### src/rtl/toggle_cover_collector.sv
// Sticky toggle-coverage bitmap with distinct-hit counter and a valid/ready
// word stream that dumps a snapshot of the bitmap on request.

module toggle_cover_lane #(
  parameter int OUT_W = 32,
  parameter int PC_W  = 6
) (
  input  logic [OUT_W-1:0] valid,
  input  logic [OUT_W-1:0] bitmap,
  input  logic             enable,
  output logic [OUT_W-1:0] hits,
  output logic [OUT_W-1:0] fresh,
  output logic [PC_W-1:0]  hits_cnt,
  output logic [PC_W-1:0]  fresh_cnt
);
  always_comb begin
    hits      = valid & {OUT_W{enable}};
    fresh     = hits & ~bitmap;
    hits_cnt  = '0;
    fresh_cnt = '0;
    for (int i = 0; i < OUT_W; i++) begin
      hits_cnt  = hits_cnt  + PC_W'(hits[i]);
      fresh_cnt = fresh_cnt + PC_W'(fresh[i]);
    end
  end
endmodule

module toggle_cover_collector #(
  parameter int WIDTH = 128,
  parameter int OUT_W = 32,
  parameter int CNT_W = 8
) (
  input  logic             clock,
  input  logic             reset,
  input  logic [WIDTH-1:0] valid,
  input  logic             enable,
  input  logic             dump_req,
  input  logic             dump_clear,
  output logic             out_valid,
  input  logic             out_ready,
  output logic [OUT_W-1:0] out_data,
  output logic             out_last,
  output logic             busy,
  output logic [CNT_W-1:0] hit_count,
  output logic             new_hit
);
  localparam int NW    = WIDTH / OUT_W;
  localparam int IW    = (NW > 1) ? $clog2(NW) : 1;
  localparam int PC_W  = $clog2(OUT_W + 1);
  localparam int SUM_W = $clog2(WIDTH + 1);
  localparam int EXT_W = ((CNT_W > SUM_W) ? CNT_W : SUM_W) + 1;
  localparam logic [EXT_W-1:0] CMAX = EXT_W'({CNT_W{1'b1}});
  localparam logic [IW-1:0]    LAST = IW'(NW - 1);

  typedef enum logic {IDLE, SEND} state_t;

  state_t                      state;
  logic [IW-1:0]               idx;
  logic [NW-1:0][OUT_W-1:0]    valid_w, bitmap, shadow, hits, fresh;
  logic [NW-1:0][PC_W-1:0]     hits_cnt, fresh_cnt;
  logic [SUM_W-1:0]            hits_sum, fresh_sum;

  assign valid_w = valid;

  for (genvar g = 0; g < NW; g++) begin : g_lane
    toggle_cover_lane #(.OUT_W(OUT_W), .PC_W(PC_W)) u_lane (
      .valid     (valid_w[g]),
      .bitmap    (bitmap[g]),
      .enable    (enable),
      .hits      (hits[g]),
      .fresh     (fresh[g]),
      .hits_cnt  (hits_cnt[g]),
      .fresh_cnt (fresh_cnt[g])
    );
  end

  always_comb begin
    hits_sum  = '0;
    fresh_sum = '0;
    for (int k = 0; k < NW; k++) begin
      hits_sum  = hits_sum  + SUM_W'(hits_cnt[k]);
      fresh_sum = fresh_sum + SUM_W'(fresh_cnt[k]);
    end
  end

  // Add in a width wide enough for both operands, then clamp.
  function automatic logic [CNT_W-1:0] sat_add(input logic [CNT_W-1:0] a,
                                               input logic [SUM_W-1:0] b);
    logic [EXT_W-1:0] s;
    s = EXT_W'(a) + EXT_W'(b);
    return (s > CMAX) ? CMAX[CNT_W-1:0] : s[CNT_W-1:0];
  endfunction

  assign out_data = shadow[idx];
  assign out_last = (state == SEND) && (idx == LAST);

  always_ff @(posedge clock) begin
    if (!reset) begin
      state     <= IDLE;
      idx       <= '0;
      bitmap    <= '0;
      shadow    <= '0;
      hit_count <= '0;
      new_hit   <= 1'b0;
      out_valid <= 1'b0;
      busy      <= 1'b0;
    end else begin
      bitmap    <= bitmap | hits;
      hit_count <= sat_add(hit_count, fresh_sum);
      new_hit   <= |fresh;
      case (state)
        IDLE: if (dump_req) begin
          shadow    <= bitmap;
          idx       <= '0;
          state     <= SEND;
          out_valid <= 1'b1;
          busy      <= 1'b1;
          // Clear keeps this cycle's hits so no event is lost at the snapshot.
          if (dump_clear) begin
            bitmap    <= hits;
            hit_count <= sat_add('0, hits_sum);
            new_hit   <= |hits;
          end
        end
        SEND: if (out_ready) begin
          if (idx == LAST) begin
            state     <= IDLE;
            out_valid <= 1'b0;
            busy      <= 1'b0;
          end else begin
            idx <= idx + 1'b1;
          end
        end
        default: state <= IDLE;
      endcase
    end
  end
endmodule

### config.mk
export PLATFORM = sky130hd
export DESIGN_NAME = toggle_cover_collector
export DESIGN_NICKNAME = d
export VERILOG_FILES = /design/src/rtl/toggle_cover_collector.sv
export SDC_FILE = /design/constraint.sdc
export NUM_CORES = 1
export LEC_CHECK = 0
export CAP_MARGIN = 20
export CORE_MARGIN = 10
export CORE_UTILIZATION = 38
export DETAILED_ROUTE_END_ITERATION = 16
export PLACE_DENSITY = 0.57
export SKIP_CTS_REPAIR_TIMING = 1
export SYNTH_ARGS = -nofsm -noshare
export SYNTH_HDL_FRONTEND = slang
export SYNTH_SLANG_ARGS = --single-unit
### constraint.sdc
create_clock -name clock -period 10.92 [get_ports clock]
set_clock_uncertainty 0.05 [all_clocks]
set_input_delay 1.092 -clock clock [delete_from_list [all_inputs] [get_ports clock]]
set_output_delay 1.092 -clock clock [all_outputs]
set_load 0.005 [all_outputs]
## After elaboration in Yosys (flattened, before gate mapping)

Index checks and enable logic that the tools add are counted.
W data, S select, Z words.

| word-level totals | value |
|---|---|
| bits in registers | 269 |
| latch bits | 0 |
| bits in writable memories | 0 |
| memory bits (read-only) | 0 |
| input bits | 134 |
| output and inout port bits | 44 |
| logic and storage cells | 322 |
| memories kept | 0 |

| cells by class | value |
|---|---|
| add/subtract/negate cells | 256 |
| multipliers | 0 |
| divide/modulo/power cells | 0 |
| $lt $le $gt $ge | 3 |
| equal/unequal tests | 5 |
| shifts and indexed selects | 0 |
| multiplexer cells | 25 |
| bitwise logic cells | 14 |
| reductions and logical operators | 6 |

Operator list:

| operator | count |
|---|---|
| $add A6 B1 Y6 | 240 |
| $mux W128 | 3 |
| $and A32 B32 Y32 | 8 |
| $reduce_or A128 Y1 | 2 |
| $not A32 Y32 | 4 |
| $or A128 B128 Y128 | 1 |
| $bmux W32 S2 | 1 |
| $mux W8 | 5 |
| $mux W32 | 1 |
| $add A1 B1 Y2 | 8 |
| $add A7 B6 Y8 | 2 |
| $add A8 B6 Y8 | 2 |
| $add A6 B6 Y7 | 2 |
| $add A8 B8 Y9 | 1 |
| $gt A9 B8 Y1 const B | 1 |
| $mux W1 | 9 |
| $gt A8 B8 Y1 const B | 1 |
| $mux W2 | 3 |
| $ne A2 B2 Y1 const B | 3 |
| $reduce_and A3 Y1 | 2 |
| $pmux W1 S2 | 2 |
| $pmux W2 S2 | 1 |
| $lt A2 B3 Y1 const B | 1 |
| $add A2 B1 Y2 const B | 1 |
| other kinds (5) | 5 |

## Depth between registers and ports, before layout

| depth | value |
|---|---|
| depth after elaboration | 42 |
| mapped depth | 32 |
| depth with buffers taken out | 30 |

## Modules after synthesis

A second synthesis with hierarchy kept.

| unflattened totals | value |
|---|---|
| cells, all modules | 2,263 |
| area, all modules | 19,562.5 um^2 |

By module, submodules not included:

| module | times used | cells each | area an instance (um^2) | sequential area each (um^2) |
|---|---|---|---|---|
| toggle_cover_collector | 1 | 1,299 | 11,278.3 | 5,385.2 |
| toggle_cover_lane (g_lane[1].u_lane ...) | 3 | 241 | 2,078.2 | 0.0 |
| toggle_cover_lane (g_lane[0].u_lane) | 1 | 241 | 2,049.5 | 0.0 |

## Least setup slack after synthesis

Ideal clock, no wire load.

| timing path | value |
|---|---|
| path type | input to register |
| from | input enable |
| to | register hit_count[3] |
| library setup time | 0.133 ns |
| data arrival time | 8.834 ns |
| required time | 10.737 ns |
| slack | 1.903 ns |
| stages | 30 |
| path buffers | 3 |
| cells stage by stage | buf_2 -> buf_2 -> buf_2 -> nand2_1 -> or2_2 -> fa_1 -> fa_1 -> inv_1 -> fa_1 -> inv_1 -> fa_1 -> fa_1 -> inv_1 -> fa_1 -> inv_1 -> fa_1 -> inv_1 -> fa_1 -> a21o_1 -> a21oi_1 -> xnor2_1 -> fa_1 -> fa_1 -> fa_1 -> ha_1 -> nand3_1 -> o221ai_2 -> o41ai_4 -> xor2_2 -> a31oi_1 |

| between the ends | value |
|---|---|
| cells in the longest elaborated chain, start to end | 42 |
| elaborated cells on any way between the ends | 270 |
| those cells by class | 255 x add/sub; 2 x order compare; 5 x mux; 8 x bitwise |

RTL lines:

| element | RTL line | RTL |
|---|---|---|
| from (decl) | 36 | `input logic enable,` |
| $and A32 B32 Y32 | 17 | `hits = valid & {OUT_W{enable}};` |
| $and A32 B32 Y32 | 18 | `fresh = hits & ~bitmap;` |
| $add A1 B1 Y2 | 23 | `fresh_cnt = fresh_cnt + PC_W'(fresh[i]);` |
| $add A6 B1 Y6 (30 in series) | 23 |  |
| $add A6 B6 Y7 | 82 | `fresh_sum = fresh_sum + SUM_W'(fresh_cnt[k]);` |
| $add A7 B6 Y8 | 82 |  |
| $add A8 B6 Y8 | 82 |  |
| $add A8 B8 Y9 | 90 | `s = EXT_W'(a) + EXT_W'(b);` |
| $gt A9 B8 Y1 | 91 | `return (s > CMAX) ? CMAX[CNT_W-1:0] : s[CNT_W-1:0];` |
| $mux W8 | 91 |  |
| $mux W8 | 119 | `if (dump_clear) begin` |
| $mux W8 | 112 | `IDLE: if (dump_req) begin` |
| $mux W8 (*) | 111 | `case (state)` |
| to (signal assigned) | 109 | `hit_count <= sat_add(hit_count, fresh_sum);` |
| to (signal assigned) | 121 | `hit_count <= sat_add('0, hits_sum);` |
| to (decl) | 44 | `output logic [CNT_W-1:0] hit_count,` |

Every way passes the cells marked *; elsewhere a longest branch is shown, timed or not.
A chain may end at the register's enable or synchronous reset.

## Worst setup path in the final report

| timing path | value |
|---|---|
| from | input enable |
| to | register hit_count[7] |

Same word-level chain as after synthesis.

==> run metrics <==
design area 23600 um2; total CTS buffers 36; chip width 250 um; status finished clean; Worst Path Buf+Inv 6; CP Class primary input to flop; Most Crowded Layer GR met2; Startpoint Class primary input; Yosys cell types 48; Largest stage delay, worst path 0.61 ns; Final Hold Vio Count 0; min Tclk post-route 9.45 ns; r2r setup slk 2.53 ns; Max Slew Vio Count 0; antenna violations before repair 3; placed cell areas 22400 um2; # rows 84; WP data arrival 9.78 ns; Clock Pin Slew Worst Setup and Hold Paths 0.06 ns; met1 Track Usage GR 0.352; gr usage total 0.259; Worst path top cell family by delay adder cells; clock sinks 269; Worst R2R End hit_count[7]$_SDFF_PN0_; # port buffers 177; via/cell ratio 5.29; CP max FO 73; Worst R2R Start bitmap[52]$_SDFF_PN0_; DR DRC count 0; Hold Path End shadow[114]$_SDFFE_PN0P_; share of layout cells above drive strength 1 0.0677; Yosys warnings 0; worst r2r path cells 26; Post-synth ARST share 0; CP max stage cell buf_4; Global Route met2 Usage 0.396; Vias 16545; die area 62300 um2; Final TNS setup 0 ns; dpl cells 3060; Final #Nets 2859; post-route ant nets 0; H-Tree Level Count 2; pin count of the biggest net entering global routing 182; critical path's most frequent cell fa_1; Overflow after GRT 0; synthesized area 20000 um2; Placer Congestion 1.02; CP endpoint kind flop; Placement Setup Slack 0.979 ns; insertion delay to the later sink of the worst-skew pair 0.57 ns; CP required 11.24 ns; MaxCap Viol Count 0; hold path start shadow[114]$_SDFFE_PN0P_; core area 52300 um2; Worst Hold Class flop to flop; vias in the first global route 16653; CP startpoint enable; number of synthesized register bits 269; CTS max path bufs 3; first-pass GRT wire length 118 mm; DP HPWL 68.0 mm; CTS tree yes; Worst Tran Pin Value 1.01 ns; Post-synth EDFFs 0; Most used DFF post-synth dfxtp_1; Post-Syn Instances 2281; Synth Area per Inst 8.79 um2; Pre-antenna DRT Iters 5; most frequent cells in the layout nand2_1 (445), inv_1 (380), dfxtp_1 (268); Hold Path Depth 2; sequential area share after synthesis 0.269; drt wl/cell 26.3 um; final worst slack 1.47 ns; clk root buf clkbuf_16; Layout Cells excl Fill 3128; Final setup viols 0; violation count after the first detailed-route iteration 1770; # IOs 178; fmax 0.106 GHz; met3 usage 0.0623; Rel. slew slack 0.330; unrepaired setup endpoints after global routing no; WL final 82.3 mm; Mapped Nets 2728; Die Y 250 um; commonest non-fill, non-tap cell in the layout nand2_1; post-route clock period utilization 0.866; area delta synth->final 17.9%; starting density of the core 0.383
==> metrics by stage <==
stage          utilization  hold slack (ns)
2_1_floorplan            -            0.390
3_3_place_gp         0.427            0.401
3_5_place_dp         0.427            0.410
4_1_cts              0.450            0.418
5_1_grt              0.451            0.429
6_report             0.451            0.411
==> layout make-up <==
class                   instances  area [um2]
multi-input cells            1535       12800
inverters                     380        1430
diodes                          3        7.51
clock buffers                  57        1140
fillers                      5178       28700
repair buffers                190        1890
flip-flops and latches        269        5390
clock inverters                 6        67.6
well taps                     688         861
==> per-layer routing <==
metal | wire length, um | vias to the layer above
met5 | 13 | -
met4 | 2880 | 2
met3 | 7250 | 112
met2 | 36400 | 684
met1 | 35800 | 8265
li1 | - | 7482
==> sequential cells by signal (all words and copies together), names as in the netlist <==
register and count:
bitmap 128, shadow 128, idx 2, state 1, hit_count 8, new_hit 1
busy 1
==> synthesized netlist by cell type, drive strengths merged, types with 5 or more instances <==
cell | instances | area share
nor2 | 60 | 0.011
nand2b | 44 | 0.014
a21oi | 83 | 0.021
or2 | 60 | 0.019
ha | 92 | 0.057
o22ai | 34 | 0.011
buf | 37 | 0.0092
inv | 380 | 0.071
nand2 | 446 | 0.084
nor4 | 39 | 0.012
dfxtp | 269 | 0.27
and2 | 24 | 0.0076
a21boi | 194 | 0.073
o2111ai | 8 | 0.0038
mux4 | 32 | 0.036
xor2 | 9 | 0.0043
nand4 | 13 | 0.0041
xnor2 | 24 | 0.010
nor2b | 79 | 0.025
o21ai | 29 | 0.0072
a21o | 15 | 0.0056
a31oi | 5 | 0.0016
a2111oi | 9 | 0.0056
clkbuf | 60 | 0.011
fa | 221 | 0.22
==> tightest hold or removal path: stages, from the launching register on <==
cell and delay [ns]:
dfxtp_1 0.31, nand2_1 0.04, a21boi_0 0.06
==> worst max path at each step <==
stage	cells past startpoint	endpoint	slack [ns]
2_1_floorplan	30	hit_count[3]$_SDFF_PN0_	1.90
5_1_grt	28	hit_count[7]$_SDFF_PN0_	1.06
4_1_cts	28	hit_count[7]$_SDFF_PN0_	1.53
6_report	28	hit_count[7]$_SDFF_PN0_	1.47
3_5_place_dp	28	hit_count[7]$_SDFF_PN0_	0.98
3_3_place_gp	28	hit_count[6]$_SDFF_PN0_	1.09
==> kinds of logic after synthesis <==
| logic type | Yosys count | synth area share |
|---|---|---|
| and+or+nand+nor | 772 | 0.178 |
| buffers and inverters | 477 | 0.0917 |
| AOI/OAI and AO/OA | 385 | 0.132 |
| adders and majority gates | 313 | 0.278 |
| DFF | 269 | 0.269 |
| xor gates and xnor gates | 33 | 0.0148 |
| muxes | 32 | 0.0360 |
Power is not shown: default switching activity piles up to over one toggle a cycle in this logic, so the estimate is an artifact.
